File: src/rtl/b2_rr_sel_3_pkg.sv
// Shared definitions for the 3-source round-robin sequencer:
// select codes, handshake state encoding and pointer rotation.
package b2_rr_pkg;

   localparam logic [1:0] SEL_D0 = 2'b00;
   localparam logic [1:0] SEL_D1 = 2'b01;
   localparam logic [1:0] SEL_D2 = 2'b10;

   typedef enum logic {
      ST_IDLE = 1'b0,
      ST_FULL = 1'b1
   } state_t;

   // Rotation wraps 2 -> 0 explicitly; the unreachable code 3 also maps to 0.
   function automatic logic [1:0] next_idx(input logic [1:0] last);
      logic [1:0] nxt;
      case (last)
         SEL_D0:  nxt = SEL_D1;
         SEL_D1:  nxt = SEL_D2;
         default: nxt = SEL_D0;
      endcase
      return nxt;
   endfunction

endpackage

File: src/rtl/b2_rr_sel_3_if.sv
// Source/consumer bundle of the round-robin sequencer. The master side drives
// requests, data and out_ready; the slave side (the sequencer) answers.
interface b2_rr_sel_3_if #(
   parameter int W     = 2,
   parameter int CNT_W = 8
);
   logic [2:0]       req;
   logic [W-1:0]     d0;
   logic [W-1:0]     d1;
   logic [W-1:0]     d2;
   logic [2:0]       ack;
   logic             out_ready;
   logic             out_valid;
   logic [1:0]       sel;
   logic [W-1:0]     y;
   logic [CNT_W-1:0] xfer_cnt;

   modport master (
      output req, d0, d1, d2, out_ready,
      input  ack, out_valid, sel, y, xfer_cnt
   );

   modport slave (
      input  req, d0, d1, d2, out_ready,
      output ack, out_valid, sel, y, xfer_cnt
   );
endinterface

File: src/rtl/b2_rr_sel_3_pick.sv
// Combinational round-robin picker: first requester after 'last' in the
// rotating order last+1, last+2, last+3 (mod 3).
module b2_rr_pick_3
   import b2_rr_pkg::*;
(
   input  logic [2:0] req,
   input  logic [1:0] last,
   output logic [1:0] grant,
   output logic       any_req
);

   logic [1:0] c0_s;
   logic [1:0] c1_s;
   logic [1:0] c2_s;
   logic [3:0] req_ext_s;

   // Candidates always stay in 0..2, so the padded bit is never selected.
   assign c0_s      = next_idx(last);
   assign c1_s      = next_idx(c0_s);
   assign c2_s      = next_idx(c1_s);
   assign req_ext_s = {1'b0, req};
   assign any_req   = |req;

   // Priority search over the three rotated candidates.
   always_comb begin
      grant = c0_s;
      if (req_ext_s[c0_s]) begin
         grant = c0_s;
      end else if (req_ext_s[c1_s]) begin
         grant = c1_s;
      end else if (req_ext_s[c2_s]) begin
         grant = c2_s;
      end else begin
         grant = c0_s;
      end
   end

endmodule

File: src/rtl/b2_rr_sel_3.sv
// Round-robin sequencer for the 3:1 mux stage: arbitrates three sources,
// registers the winner's data behind a valid/ready slot and counts transfers.
module b2_rr_sel_3
   import b2_rr_pkg::*;
#(
   parameter int W     = 2,
   parameter int CNT_W = 8
) (
   input  logic         clk,
   input  logic         rst_n,
   b2_rr_sel_3_if.slave bus
);

   localparam logic [CNT_W-1:0] CNT_ONE = {{(CNT_W-1){1'b0}}, 1'b1};

   state_t           state_r,  state_nxt;
   logic [1:0]       sel_r,    sel_nxt;
   logic [1:0]       last_r,   last_nxt;
   logic [W-1:0]     y_r,      y_nxt;
   logic [2:0]       ack_r,    ack_nxt;
   logic [CNT_W-1:0] cnt_r,    cnt_nxt;

   logic [1:0]       grant_s;
   logic             any_req_s;
   logic             load_s;
   logic [W-1:0]     data_s;
   logic [2:0]       grant_oh_s;

   b2_rr_pick_3 u_pick (
      .req     (bus.req),
      .last    (last_r),
      .grant   (grant_s),
      .any_req (any_req_s)
   );

   // Data and one-hot acknowledge of the candidate winner.
   always_comb begin
      data_s     = {W{1'b0}};
      grant_oh_s = 3'b000;
      case (grant_s)
         SEL_D0: begin
            data_s     = bus.d0;
            grant_oh_s = 3'b001;
         end
         SEL_D1: begin
            data_s     = bus.d1;
            grant_oh_s = 3'b010;
         end
         SEL_D2: begin
            data_s     = bus.d2;
            grant_oh_s = 3'b100;
         end
         default: begin
            data_s     = {W{1'b0}};
            grant_oh_s = 3'b000;
         end
      endcase
   end

   // Slot handshake: a new grant loads only when the slot is empty or draining.
   always_comb begin
      state_nxt = state_r;
      sel_nxt   = sel_r;
      last_nxt  = last_r;
      y_nxt     = y_r;
      ack_nxt   = 3'b000;
      cnt_nxt   = cnt_r;
      load_s    = 1'b0;
      case (state_r)
         ST_IDLE: begin
            if (any_req_s) begin
               load_s    = 1'b1;
               state_nxt = ST_FULL;
            end else begin
               state_nxt = ST_IDLE;
            end
         end
         ST_FULL: begin
            if (bus.out_ready) begin
               cnt_nxt = cnt_r + CNT_ONE;
               if (any_req_s) begin
                  load_s    = 1'b1;
                  state_nxt = ST_FULL;
               end else begin
                  state_nxt = ST_IDLE;
               end
            end else begin
               state_nxt = ST_FULL;
            end
         end
         default: begin
            state_nxt = ST_IDLE;
         end
      endcase
      if (load_s) begin
         sel_nxt  = grant_s;
         last_nxt = grant_s;
         y_nxt    = data_s;
         ack_nxt  = grant_oh_s;
      end else begin
         ack_nxt  = 3'b000;
      end
   end

   // State and output registers; reset restarts arbitration at source 0.
   always_ff @(posedge clk or negedge rst_n) begin
      if (!rst_n) begin
         state_r <= ST_IDLE;
         sel_r   <= SEL_D0;
         last_r  <= SEL_D2;
         y_r     <= {W{1'b0}};
         ack_r   <= 3'b000;
         cnt_r   <= {CNT_W{1'b0}};
      end else begin
         state_r <= state_nxt;
         sel_r   <= sel_nxt;
         last_r  <= last_nxt;
         y_r     <= y_nxt;
         ack_r   <= ack_nxt;
         cnt_r   <= cnt_nxt;
      end
   end

   assign bus.out_valid = (state_r == ST_FULL);
   assign bus.sel       = sel_r;
   assign bus.y         = y_r;
   assign bus.ack       = ack_r;
   assign bus.xfer_cnt  = cnt_r;

endmodule

File: src/flat_wrapper.sv
// flat-port wrapper written by rule: the top's interface ports become plain ports
module b2_rr_sel_3_flat import b2_rr_pkg::*;
#(
   parameter int W     = 2,
   parameter int CNT_W = 8
)
  (clk, rst_n, bus_req, bus_d0, bus_d1, bus_d2, bus_out_ready, bus_ack, bus_out_valid, bus_sel, bus_y, bus_xfer_cnt);
  b2_rr_sel_3_if #(.W(W), .CNT_W(CNT_W)) bus_i ();
  input  logic clk;
  input  logic rst_n;
  input wire logic [$bits(bus_i.req)-1:0] bus_req;
  input wire logic [$bits(bus_i.d0)-1:0] bus_d0;
  input wire logic [$bits(bus_i.d1)-1:0] bus_d1;
  input wire logic [$bits(bus_i.d2)-1:0] bus_d2;
  input wire logic [$bits(bus_i.out_ready)-1:0] bus_out_ready;
  output wire logic [$bits(bus_i.ack)-1:0] bus_ack;
  output wire logic [$bits(bus_i.out_valid)-1:0] bus_out_valid;
  output wire logic [$bits(bus_i.sel)-1:0] bus_sel;
  output wire logic [$bits(bus_i.y)-1:0] bus_y;
  output wire logic [$bits(bus_i.xfer_cnt)-1:0] bus_xfer_cnt;
  assign bus_i.req = bus_req;
  assign bus_i.d0 = bus_d0;
  assign bus_i.d1 = bus_d1;
  assign bus_i.d2 = bus_d2;
  assign bus_i.out_ready = bus_out_ready;
  assign bus_ack = bus_i.ack;
  assign bus_out_valid = bus_i.out_valid;
  assign bus_sel = bus_i.sel;
  assign bus_y = bus_i.y;
  assign bus_xfer_cnt = bus_i.xfer_cnt;
  b2_rr_sel_3 #(.W(W), .CNT_W(CNT_W)) u_core (.clk(clk), .rst_n(rst_n), .bus(bus_i));
endmodule
File: config.mk
export PLATFORM = sky130hd
export DESIGN_NAME = b2_rr_sel_3_flat
export DESIGN_NICKNAME = d
export VERILOG_FILES = /design/src/rtl/b2_rr_sel_3_pkg.sv /design/src/rtl/b2_rr_sel_3_if.sv /design/src/rtl/b2_rr_sel_3_pick.sv /design/src/rtl/b2_rr_sel_3.sv /design/src/flat_wrapper.sv
export SDC_FILE = /design/constraint.sdc
export NUM_CORES = 1
export LEC_CHECK = 0
export ABC_CLOCK_PERIOD_IN_PS = 4550
export BUFFER_PORTS_ARGS = -buffer_cell sky130_fd_sc_hd__buf_2
export CAP_MARGIN = 20
export CELL_PAD_IN_SITES_DETAIL_PLACEMENT = 2
export CELL_PAD_IN_SITES_GLOBAL_PLACEMENT = 2
export CORE_ASPECT_RATIO = 0.9
export CORE_UTILIZATION = 31
export DETAILED_ROUTE_END_ITERATION = 8
export PLACE_DENSITY_LB_ADDON = 0.1
export SLEW_MARGIN = 20
export SYNTH_ARGS = -nofsm -noshare
export SYNTH_HDL_FRONTEND = slang
export SYNTH_SLANG_ARGS = --single-unit
export TNS_END_PERCENT = 100
File: constraint.sdc
create_clock -name clk -period 4.55 [get_ports clk]
set_input_delay 0.2275 -clock clk [delete_from_list [all_inputs] [get_ports clk]]
set_output_delay 0.2275 -clock clk [all_outputs]
set_load 0.05 [all_outputs]
==> flow_metrics.py <==
metrics = {
    "cts": {
        "ctsResizeCount": 0,
        "cts_tree": "done",
        "worstSkewPairLatency_ns": 0.29,
        "clock_sinks": 17,
        "cts_root_buffer": "clkbuf_4",
        "htreeDepth": 1,
        "cts_buffer_depth": 2,
        "clkTransAtPathRegs_ns": 0.10,
        "cts_made_buffers": 3,
    },
    "global_routing": {
        "grt_max_degree": 18,
        "met3_usage": 0.05556,
        "grt_pass1_wl_mm": 3.201,
        "globalRouteOverflowTotal": 0,
        "grt_usage": 0.1663,
        "antenna_found_initial": 0,
        "grt_busiest_layer": "met2",
        "grt_pass1_vias": 666,
        "grt_util_met2": 0.2590,
        "grt_util_met1": 0.2192,
    },
    "timing": {
        "rsz0062_at_grt": "false",
        "maxSlewViolCount": 0,
        "fmax_ghz": 0.6388,
        "fin_skew_ns": 0.003223,
        "hold_viol_final": 0,
        "post-route-min-period_ns": 1.565,
        "slew_headroom": 0.7067,
        "post-route-period-util": 0.3440,
        "setup_violations": 0,
        "fin_ws_ns": 2.985,
        "worst_pin_slew_ns": 0.4393,
        "setup_tns_ns": 0,
    },
    "route": {
        "routedWlPerCell_um": 15.48,
        "dr.pass1.iters": 4,
        "wirelength_mm": 1.950,
        "drc": 0,
        "dr.first_iter.drc_count": 9,
        "avgViaCountPerCell": 5.167,
        "ant_nets": 0,
        "num_vias": 651,
    },
    "synthesis": {
        "async_reset_ff_frac": 1.000,
        "synth_enable_flop_cells": 0,
        "syn-num-nets": 81,
        "synthCells": 68,
        "synth_cell_types": 31,
        "seq_area_frac_synth": 0.5439,
        "avgSynthCellArea_um2": 11.54,
        "ys_warn_count": 0,
        "ys_seq_elements": 17,
        "synth_area_um2": 784.5,
        "synth_ff_type": "dfrtp_1",
    },
    "worst_setup_path": {
        "reg2reg_depth": 4,
        "r2r_end": "u_core.bus.y[1]$_DFFE_PN0P_",
        "r2r-start": "u_core.bus.sel[0]$_DFFE_PN0P_",
        "crit_type": "flop to flop",
        "r2r_slack_ns": 2.98,
        "critPathRequiredTime_ns": 4.71,
        "cp.arrival_ns": 1.73,
        "worstSetupStartpointType": "flop",
        "crit_fanout": 6,
        "endpoint_kind": "flop",
    },
    "place": {
        "pre_cts_ws_ns": 2.971,
        "gp_congestion": 0.6988,
        "hpwl_mm": 1.565,
        "portBuffers": 27,
    },
    "floorplanning": {
        "die_y_um": 49.73,
        "rows": 16,
        "die-area_um2": 2736,
        "die_w_um": 55.03,
        "io_pins": 28,
        "start_util": 0.3437,
        "design.core.area_um2": 2282,
    },
    "pwr": {
        "peakVddDrop_v": 0.0002814,
        "p_leak_nw": 0.4850,
        "power_density_nw_per_um2": 617.1,
        "power_mw": 0.6061,
    },
    "run": {
        "drv.max_cap_violation_count": 0,
    },
    "finish": {
        "nNetsFinal": 113,
        "n_fill_cell": 253,
        "syn_to_final_growth_pct": 25.20,
        "fin_util": 0.4304,
        "n_antenna_cell": 0,
        "final_layout_size_suffix_gt1_frac": 0.3636,
    },
    "run_status": {
        "outcome": "finished, final reports clean",
    },
    "min_path": {
        "hold_start": "bus_out_ready",
        "hp-class": "input port to flop",
        "hold_end": "u_core.bus.out_valid$_DFF_PN0_",
        "holdPathStages": 2,
    },
}
==> metrics by stage <==
| stage | hold slack, ns | cell area [um2] | instances |
|---|---|---|---|
| global placement | 0.1721 | 945.9 | 121 |
| CTS | 0.1943 | 982.2 | 126 |
| floorplan | -0.06809 | 784.5 | 68 |
| finish | 0.1917 | 982.2 | 126 |
| global route | 0.1998 | 982.2 | 126 |
| detailed placement | 0.1764 | 945.9 | 121 |
==> power breakdown <==
part / internal, mW / switching [mW] / leakage, nW / total, mW
combinational: 0.0794 / 0.207 / 0.264 / 0.286
clock: 0.0340 / 0.0467 / 0.0150 / 0.0807
sequential: 0.195 / 0.0443 / 0.206 / 0.239
total: 0.308 / 0.298 / 0.485 / 0.606
==> layout make-up <==
type	instances	area, um2	share of cell area
clock buffers	4	26.28	0.02675
inverters	4	15.01	0.01529
multi-input cells	46	335.3	0.3414
flip-flops and latches	17	426.7	0.4344
well taps	27	33.78	0.03439
repair buffers	28	145.1	0.1478
==> metal layers <==
metal | vias to the layer above | wire length, um
met3 | 2 | 88
li1 | 305 | -
met5 | - | 0
met2 | 18 | 970
met4 | 0 | 15
met1 | 326 | 875
==> what timing repair did <==
item | in CTS | in global routing
buffers inserted | 0 | 0
hold endpoints to repair | 16 | 0
hold buffers | 1 | 0
==> worst max-delay path: stages (launching register included) <==
cell	delay (ns)
dfrtp_1	0.44
nand2b_1	0.19
a311o_2	0.44
a222oi_1	0.26
a21oi_1	0.11
==> flip-flops by register name (all words and copies together), names as in the netlist <==
name,count
u_core.bus.xfer_cnt,8
u_core.last_r,1
u_core.bus.out_valid,1
u_core.bus.y,2
u_core.bus.ack,3
u_core.bus.sel,2
==> placed cells by master (no fill, tap or decap), drive strengths merged <==
cell type / Yosys / final
a32o: 1 / 1
nor2: 6 / 6
nand2: 3 / 3
dfrtp: 16 / 16
o21bai: 1 / 1
nor4b: 1 / 1
xor2: 3 / 3
o21a: 2 / 2
inv: 4 / 4
a222oi: 2 / 2
o21ba: 1 / 1
a21oi: 3 / 3
and2: 2 / 2
mux2: 2 / 2
xnor2: 4 / 4
o21ai: 1 / 1
ha: 1 / 1
a211o: 1 / 1
dlygate4sd3: 0 / 1
nor3: 2 / 2
dfstp: 1 / 1
or3b: 1 / 1
nand2b: 1 / 1
clkbuf: 0 / 4
a311o: 1 / 1
nand3b: 1 / 1
nor3b: 1 / 1
o311ai: 1 / 1
buf: 1 / 27
nand3: 4 / 4
==> cells in the mapped netlist, types with 2 or more instances <==
cell type	instances	area share
nor3_1	2	0.013
xor2_1	3	0.033
dfrtp_1	16	0.51
a21oi_1	2	0.013
o21a_1	2	0.019
xnor2_1	4	0.045
nand3_1	4	0.026
inv_1	4	0.019
nand2_1	3	0.014
a222oi_1	2	0.026
nor2_1	6	0.029
==> worst max path at each step <==
stage / startpoint / to / slack (ns) / cells past startpoint
final: u_core.bus.sel[0]$_DFFE_PN0P_ / u_core.bus.y[1]$_DFFE_PN0P_ / 2.98 / 4
after CTS: u_core.bus.sel[0]$_DFFE_PN0P_ / u_core.bus.y[1]$_DFFE_PN0P_ / 2.95 / 4
after global placement: u_core.bus.sel[0]$_DFFE_PN0P_ / u_core.bus.sel[1]$_DFFE_PN0P_ / 3.02 / 4
after detailed placement: u_core.bus.sel[0]$_DFFE_PN0P_ / u_core.bus.y[1]$_DFFE_PN0P_ / 2.97 / 4
after floorplan: u_core.bus.out_valid$_DFF_PN0_ / u_core.bus.xfer_cnt[7]$_DFFE_PN0P_ / 2.98 / 4
after global routing: u_core.bus.sel[0]$_DFFE_PN0P_ / u_core.bus.y[1]$_DFFE_PN0P_ / 2.91 / 4
==> cells by family after synthesis <==
kind of cell	count (synthesis)	share of synthesized area
compound gates	14	0.1563
xor+xnor	7	0.07815
fa+ha+maj	1	0.01595
buf+inv	5	0.02871
flops	17	0.5439
mux	2	0.02871
simple gates	22	0.1483
Power figures use the tool's default switching activity.
